## src/rtl/ldr_pkg.sv

```systemverilog
`default_nettype none
// ============================================================================
// Module : ldr_pkg
// Shared state encoding and register-bank geometry for the load writeback path.
// Rev    : 1.0
// ============================================================================
package ldr_pkg;

  localparam int NUM_REGS  = 16;
  localparam int REG_IDX_W = 4;

  typedef enum logic [1:0] {
    IDLE  = 2'd0,
    READ  = 2'd1,
    WRITE = 2'd2,
    GAP   = 2'd3
  } state_t;

endpackage
`default_nettype wire

```

## src/rtl/ldr_writeback_ctrl_onehot_dec.sv

```systemverilog
`default_nettype none
// ============================================================================
// Module : onehot_dec
// 4-to-16 combinational one-hot decoder producing the bank enable pattern.
// Rev    : 1.0
// ============================================================================
module onehot_dec
  import ldr_pkg::*;
(
  input  logic [REG_IDX_W-1:0] idx_i,
  output logic [NUM_REGS-1:0]  dec_o
);

  for (genvar i = 0; i < NUM_REGS; i++) begin : g_dec
    assign dec_o[i] = (idx_i == REG_IDX_W'(i));
  end

endmodule
`default_nettype wire

```

## src/rtl/ldr_writeback_ctrl.sv

```systemverilog
`default_nettype none
// ============================================================================
// Module : ldr_writeback_ctrl
// Single-word load sequencer driving the register bank's one-hot write enable.
// Rev    : 1.0
// ============================================================================
module ldr_writeback_ctrl
  import ldr_pkg::*;
#(
  parameter int DATA_W  = 32,
  parameter int ADDR_W  = 32,
  parameter int TIMEOUT = 255
) (
  input  logic                clk,
  input  logic                rst,
  input  logic                req_valid,
  output logic                req_ready,
  input  logic [3:0]          req_rd,
  input  logic [ADDR_W-1:0]   req_addr,
  output logic                mem_rd_en,
  output logic [ADDR_W-1:0]   mem_addr,
  input  logic                mem_ack,
  input  logic [DATA_W-1:0]   mem_rdata,
  output logic [15:0]         enable,
  output logic [DATA_W-1:0]   ldr_data,
  output logic                busy,
  output logic                err_timeout
);

  localparam logic [15:0] TO_LAST = 16'(TIMEOUT - 1);

  state_t                 state_q;
  logic [REG_IDX_W-1:0]   rd_q;
  logic [15:0]            cnt_q;
  logic                   req_ready_q;
  logic                   mem_rd_en_q;
  logic                   busy_q;
  logic                   err_q;
  logic [ADDR_W-1:0]      mem_addr_q;
  logic [DATA_W-1:0]      ldr_data_q;
  logic [NUM_REGS-1:0]    enable_q;
  logic [NUM_REGS-1:0]    enable_d;

  onehot_dec u_dec (
    .idx_i (rd_q),
    .dec_o (enable_d)
  );

  always_ff @(posedge clk or posedge rst) begin
    if (rst) begin
      state_q     <= IDLE;
      rd_q        <= '0;
      cnt_q       <= '0;
      req_ready_q <= 1'b1;
      mem_rd_en_q <= 1'b0;
      busy_q      <= 1'b0;
      err_q       <= 1'b0;
      mem_addr_q  <= '0;
      ldr_data_q  <= '0;
      enable_q    <= '0;
    end else begin
      // The enable is a single-cycle pulse; every state but the READ->WRITE
      // transition leaves it cleared.
      enable_q <= '0;
      case (state_q)
        IDLE: begin
          if (req_valid && req_ready_q) begin
            rd_q        <= req_rd;
            mem_addr_q  <= req_addr;
            mem_rd_en_q <= 1'b1;
            err_q       <= 1'b0;
            cnt_q       <= '0;
            req_ready_q <= 1'b0;
            busy_q      <= 1'b1;
            state_q     <= READ;
          end
        end
        READ: begin
          // Ack is tested first so it wins over a coincident timeout.
          if (mem_ack) begin
            ldr_data_q  <= mem_rdata;
            mem_rd_en_q <= 1'b0;
            enable_q    <= enable_d;
            state_q     <= WRITE;
          end else if (cnt_q == TO_LAST) begin
            mem_rd_en_q <= 1'b0;
            err_q       <= 1'b1;
            state_q     <= GAP;
          end else begin
            cnt_q <= cnt_q + 16'd1;
          end
        end
        WRITE: begin
          state_q <= GAP;
        end
        GAP: begin
          req_ready_q <= 1'b1;
          busy_q      <= 1'b0;
          state_q     <= IDLE;
        end
        default: begin
          state_q <= IDLE;
        end
      endcase
    end
  end

  assign req_ready   = req_ready_q;
  assign mem_rd_en   = mem_rd_en_q;
  assign mem_addr    = mem_addr_q;
  assign enable      = enable_q;
  assign ldr_data    = ldr_data_q;
  assign busy        = busy_q;
  assign err_timeout = err_q;

endmodule
`default_nettype wire

```

## config.mk

```make
export PLATFORM = sky130hd
export DESIGN_NAME = ldr_writeback_ctrl
export DESIGN_NICKNAME = d
export VERILOG_FILES = /design/src/rtl/ldr_pkg.sv /design/src/rtl/ldr_writeback_ctrl_onehot_dec.sv /design/src/rtl/ldr_writeback_ctrl.sv
export SDC_FILE = /design/constraint.sdc
export NUM_CORES = 1
export LEC_CHECK = 0
export CAP_MARGIN = 20
export CORE_MARGIN = 5
export CORE_UTILIZATION = 42
export DETAILED_ROUTE_END_ITERATION = 10
export PLACE_DENSITY = 0.74
export SLEW_MARGIN = 20
export SYNTH_ARGS = -nofsm -noshare
export SYNTH_HDL_FRONTEND = slang
export SYNTH_HIERARCHICAL = 1
export SYNTH_SLANG_ARGS = --single-unit
```

## constraint.sdc

```tcl
create_clock -name clk -period 3.94 [get_ports clk]
set_input_delay 1.182 -clock clk [delete_from_list [all_inputs] [get_ports clk]]
set_output_delay 1.182 -clock clk [all_outputs]
set_load 0.005 [all_outputs]
```

==> results of run 1 <==
## through the flow
stage	setup WS (ns)	std cells	power [mW]
6_report	1.166	735	4.522
5_1_grt	1.082	735	4.837
4_1_cts	1.175	735	4.580
3_5_place_dp	0.8242	719	3.642
3_3_place_gp	0.8849	719	3.570
2_1_floorplan	1.485	442	2.678
## power breakdown
group	internal, mW	switching (mW)	leakage, nW
clock network	0.531	0.390	0.146
registers	1.48	0.304	1.35
logic	1.08	0.743	1.62
total	3.09	1.44	3.12
## cell usage in the layout, fill, tap and decap left out, types with 4 or more instances in the layout
cell type and instances:
and3_1 21, a31oi_1 5, clkbuf_16 9, buf_4 7
and4_1 4, nor3b_1 4, nand3_1 10, and4b_1 4
nand2b_1 5, clkdlybuf4s50_1 155, nor4b_2 4, dfrtp_1 105
and4bb_1 4, nand4_1 8, nor2b_1 4, nand2_1 122
inv_1 4, ha_1 6, nor2_1 12, a21oi_1 8
mux2_2 33
## how the worst min path moves through the flow
stage,startpoint,to,slack (ns),depth (start not counted)
4_1_cts,mem_addr[25]$_DFFE_PP0P_,mem_addr[25]$_DFFE_PP0P_,0.48,2
3_5_place_dp,mem_addr[0]$_DFFE_PP0P_,mem_addr[0]$_DFFE_PP0P_,0.46,2
6_report,mem_addr[18]$_DFFE_PP0P_,mem_addr[18]$_DFFE_PP0P_,0.48,2
3_3_place_gp,mem_addr[27]$_DFFE_PP0P_,mem_addr[27]$_DFFE_PP0P_,0.46,2
5_1_grt,mem_addr[12]$_DFFE_PP0P_,mem_addr[12]$_DFFE_PP0P_,0.50,2
2_1_floorplan,mem_addr[0]$_DFFE_PP0P_,mem_addr[0]$_DFFE_PP0P_,0.47,2
## state kept, by name (all words and copies together) (netlist names)
| register | count |
|---|---|
| mem_addr | 32 |
| enable | 16 |
| req_ready | 1 |
| mem_rd_en | 1 |
| err_timeout | 1 |
| rd_q | 4 |
| ldr_data | 32 |
| busy | 1 |
| cnt_q | 16 |
| state_q | 2 |
## tightest hold or removal path, stage by stage, from the launching register on
cell and delay, ns:
dfrtp_1 0.34, nand2_1 0.05, nand2_1 0.05
## cell type report
class	count	area, um^2
inverters	5	22.52
clock buffers	13	260.3
repair buffers	163	1624
flip-flops and latches	106	2654
fillers	931	4533
clock inverters	3	46.29
multi-input cells	302	1953
well taps	143	178.9
## routing by layer
metal	routed length, um	share of wire (%)	GRT usage [%]	vias up
met3	829	7.1	3.731	17
met4	215	1.8	5.734	0
met2	5602	48	27.87	112
li1	-	-	-	1825
met1	5072	43	23.43	1811
met5	0	0	0	-
## cell families after synthesis
| group | Yosys count | synth area share, % |
|---|---|---|
| compound gates | 39 | 6.461 |
| fa+ha+maj | 6 | 1.569 |
| buf+inv | 34 | 3.688 |
| flops | 106 | 55.48 |
| mux | 36 | 8.397 |
| simple gates | 221 | 24.41 |
==> summary.txt, run 1 <==
outcome - finished, final reports clean
DP Wirelength - 8406 um
Hold Buf Count CTS - 0
CP Cell Sequence - clkdlybuf4s50_1 > a21bo_2 > o211a_1 > buf_4 > a21oi_1 > a221o_1
via/cell ratio - 5.122
CTS sink count - 106
Num CTS Buffers - 9
Net Count, Synth - 520
reg2reg end - cnt_q[8]$_DFFE_PP0P_
Total Routing Usage GR - 17.33%
slew at the pin with the worst max-slew slack - 0.8259 ns
Critical Path RT - 4.16 ns
Synth-to-Final Area Change - 40.88%
crit share post-route - 70.40%
post-synth top area share - 54.93%
WP data arrival - 3.00 ns
Worst Reg-to-Reg Cells - 7
fin nets - 665
post-synthesis register bit count - 106
leakage - 3.118 nW
Post-synth EDFFs - 0
CTS clk-pin slew, worst paths - 0.07 ns
YS warnings - 6
Buf/Inv on CP - 2
first-pass GRT wire length - 18820 um
reg2reg start - state_q[1]$_DFFE_PP0P_
Worst VDD drop - 0.0003312 V
Setup crit end kind - flop
buffers added on ports - 155
ant diodes - 0
final setup violation count - 0
GRT overflow - 0
Final Hold Viols - 0
upper clock frequency limit - 360.5 MHz
Mean Syn Cell Area - 10.82 um^2
Routed Antenna Nets - 0
power per standard cell area - 671.1 nW/um^2
router iterations before antenna repair - 5
Mapped Area - 4783 um^2
fin util - 59.78%
num rows - 39
RSZ-0062 raised after global routing - false
Setup Buffers After CTS - 0
most instantiated cells after synthesis - nand2_1, dfrtp_1, mux2_2, and3_1, clkbuf_1
Crit path depth - 6
post-synthesis sequential area ratio - 55.48%
Primary FF master, synth - dfrtp_1
initial DRC count - 201
clock skew - 0.008231 ns
post-CTS sizing - 0
antenna violations before repair - 0
crit path time final - 2.774 ns
CTS root buffer - clkbuf_16
htree depth - 3
Slew Viols, Final - 0
top-level I/O count - 156
Worst-Skew Late Latency - 0.34 ns
Worst path max stage delay - 0.53 ns
type of element launching the critical path - input port
drt drc - 0
Die Y - 116.7 um
top area cells in the synthesized netlist - dfrtp_1, nand2_1, mux2_2, and3_1, ha_1
Crit. Startpoint - req_valid
Max Fanout on Critical Path - 17
delay-heaviest family, CP - compound AO/OA/AOI/OAI gates
largest net degree at the start of global routing - 47
critical path's slowest cell - clkdlybuf4s50_1
setup TNS - 0 ns
Starting Density - 42.44%
wire length per cell - 15.94 um
Netlist cell types - 54
critical path endpoint - cnt_q[8]$_DFFE_PP0P_
CTS tree - yes
placed cell area - 6432 um^2
Hold WC Path Type - flop to flop
max cap viols - 0
Post-Route WL - 11720 um
design area - 6739 um^2
area leader, netlist - dfrtp_1
vias in the first global route - 3705
Placer Congestion - 0.8049
crit path kind - input port to flop
share of cells above drive strength 1 - 12.16%
die area - 13620 um^2
Hold WS - 0.4767 ns
CORE AREA - 11270 um^2
register-to-register setup slack - 1.29 ns
ys async rst share - 100.0%
CTS Buffer Depth - 2
Horiz. Die Dim - 116.7 um
total vias in the final route - 3765
Slew headroom - 44.83%
Post-Syn Instances - 442
most numerous cell in the Yosys netlist - nand2_1
No activity file was read; power rests on OpenSTA's default activity.
==> run 2: changes to the inputs <==
- clock period: 3.94 -> 2.3 ns (I/O delays scaled with it)
==> summary.txt, run 2 (synthesis results as in run 1) <==
outcome - finished, final reports clean
leakage - 3.198 nW
top-level I/O count - 156
Post-Route WL - 12310 um
via/cell ratio - 5.240
crit path time final - 2.172 ns
Worst Reg-to-Reg Cells - 6
Horiz. Die Dim - 116.7 um
Starting Density - 42.44%
met1 usage in global routing - 22.22%
delay-heaviest family, CP - flip-flops
CTS Buffer Depth - 2
hold path depth - 2
P_int - 5.511 mW
crit share post-route - 94.43%
DP Wirelength - 8851 um
Final Hold Viols - 0
setup TNS - 0 ns
Placer Congestion - 0.8387
crit path kind - flop to output pin
Synth-to-Final Area Change - 43.74%
Worst-Skew Late Latency - 0.34 ns
post-place setup slack - -0.04998 ns
CTS clk-pin slew, worst paths - 0.07 ns
CTS tree - yes
reg2reg end - state_q[1]$_DFFE_PP0P_
final worst slack - 0.1280 ns
post-CTS sizing - 0
met2 usage - 31.06%
num rows - 39
buffers added on ports - 155
die area - 13620 um^2
sequential power share - 38.0%
first-pass GRT wire length - 19580 um
Routed Antenna Nets - 0
switching share of power - 31.81%
WP data arrival - 1.48 ns
Non-Filler Instances - 746
RSZ-0062 raised after global routing - false
register-to-register setup slack - 0.22 ns
CP Cell Sequence - clkdlybuf4s50_1
Worst VDD drop - 0.0008368 V
vias in the first global route - 3963
wire length per cell - 16.50 um
CORE AREA - 11270 um^2
largest net degree at the start of global routing - 75
power per standard cell area - 1175 nW/um^2
Total Routing Usage GR - 17.89%
commonest non-fill, non-tap cell in the layout - clkdlybuf4s50_1
CTS sink count - 106
htree depth - 3
P_sw - 2.571 mW
clock skew - 0.007645 ns
fin util - 60.99%
type of element launching the critical path - flop
drt drc - 0
upper clock frequency limit - 460.4 MHz
Max Fanout on Critical Path - 6
Placed Instances - 731
placed cell area - 6560 um^2
Num CTS Buffers - 9
fin nets - 677
initial DRC count - 253
Setup crit end kind - output pin
HP Start - mem_addr[10]$_DFFE_PP0P_
Clk pwr share - 20.3%
Comb power frac - 41.7%
max cap viols - 0
Setup Buffers After CTS - 0
gr busiest metal - met2
Critical Path RT - 1.61 ns
design area - 6875 um^2
final setup violation count - 0
slew at the pin with the worst max-slew slack - 0.5305 ns
total power - 8.082 mW
router iterations before antenna repair - 4
Buf/Inv on CP - 1
Slew headroom - 64.63%
total vias in the final route - 3909
hold endpoint - mem_addr[10]$_DFFE_PP0P_
CTS root buffer - clkbuf_16
share of cells above drive strength 1 - 14.10%
GRT overflow - 0
met3 Use GR - 4.456%
commonest non-fill, non-tap cells in the layout - clkdlybuf4s50_1, nand2_1, dfrtp_1, mux2_2, and3_1
antenna violations before repair - 0
Die Y - 116.7 um
Hold WS - 0.4748 ns
ant diodes - 0
Slew Viols, Final - 0
Hold WC Path Type - flop to flop
Hold Buf Count CTS - 0
critical path's slowest cell - dfstp_2
reg2reg start - cnt_q[0]$_DFFE_PP0P_
Worst path max stage delay - 0.59 ns
==> run 2: cell count changes in the layout (fill, tap and decap cells not counted) <==
cell / previous run / this run
clkbuf_1: 2 / 0
buf_12: 1 / 4
inv_8: 0 / 1
clkinv_2: 0 / 2
clkinvlp_4: 2 / 1
clkbuf_8: 2 / 0
bufinv_16: 1 / 2
buf_4: 7 / 16
==> run 2: how the worst max path moves through the flow <==
stage | startpoint | endpoint | slack (ns) | cells past startpoint
floorplan | rst | busy$_DFFE_PP0P_ | 0.34 | 1
global placement | req_valid | cnt_q[7]$_DFFE_PP0P_ | -0.01 | 6
detailed placement | req_valid | cnt_q[7]$_DFFE_PP0P_ | -0.05 | 6
CTS | req_ready$_DFFE_PP1P_ | req_ready | 0.12 | 1
global route | req_ready$_DFFE_PP1P_ | req_ready | 0.1 | 1
finish | req_ready$_DFFE_PP1P_ | req_ready | 0.13 | 1
==> run 2: final cells by class <==
| class | count | area (um^2) |
|---|---|---|
| timing repair buffer | 175 | 1752 |
| inverter | 5 | 22.52 |
| tap | 143 | 178.9 |
| fill | 941 | 4397 |
| multi-input combinational | 302 | 1953 |
| sequential | 106 | 2654 |
| clock buffer | 9 | 225.2 |
| clock inverter | 6 | 90.09 |
==> run 2: power by group through the flow <==
stage / clock (mW) / sequential [mW] / combinational, mW
floorplan: 0 / 2.99 / 1.60
global placement: 0 / 3.04 / 3.29
detailed placement: 0 / 3.10 / 3.39
CTS: 1.68 / 3.07 / 3.41
global route: 1.76 / 3.17 / 3.69
finish: 1.64 / 3.07 / 3.37
==> run 2: metal layers <==
metal / wire (um) / vias to the layer above / part of all wire, %
li1: - / 1848 / -
met2: 6208 / 135 / 50
met4: 146 / 0 / 1.2
met1: 4959 / 1912 / 40
met3: 997 / 14 / 8.1
met5: 0 / - / 0
==> run 3: changes to the inputs <==
- TNS_END_PERCENT: unset -> 1
==> results of run 3 <==
Same layout as run 2: the final DEF is identical, and so are final timing and power.
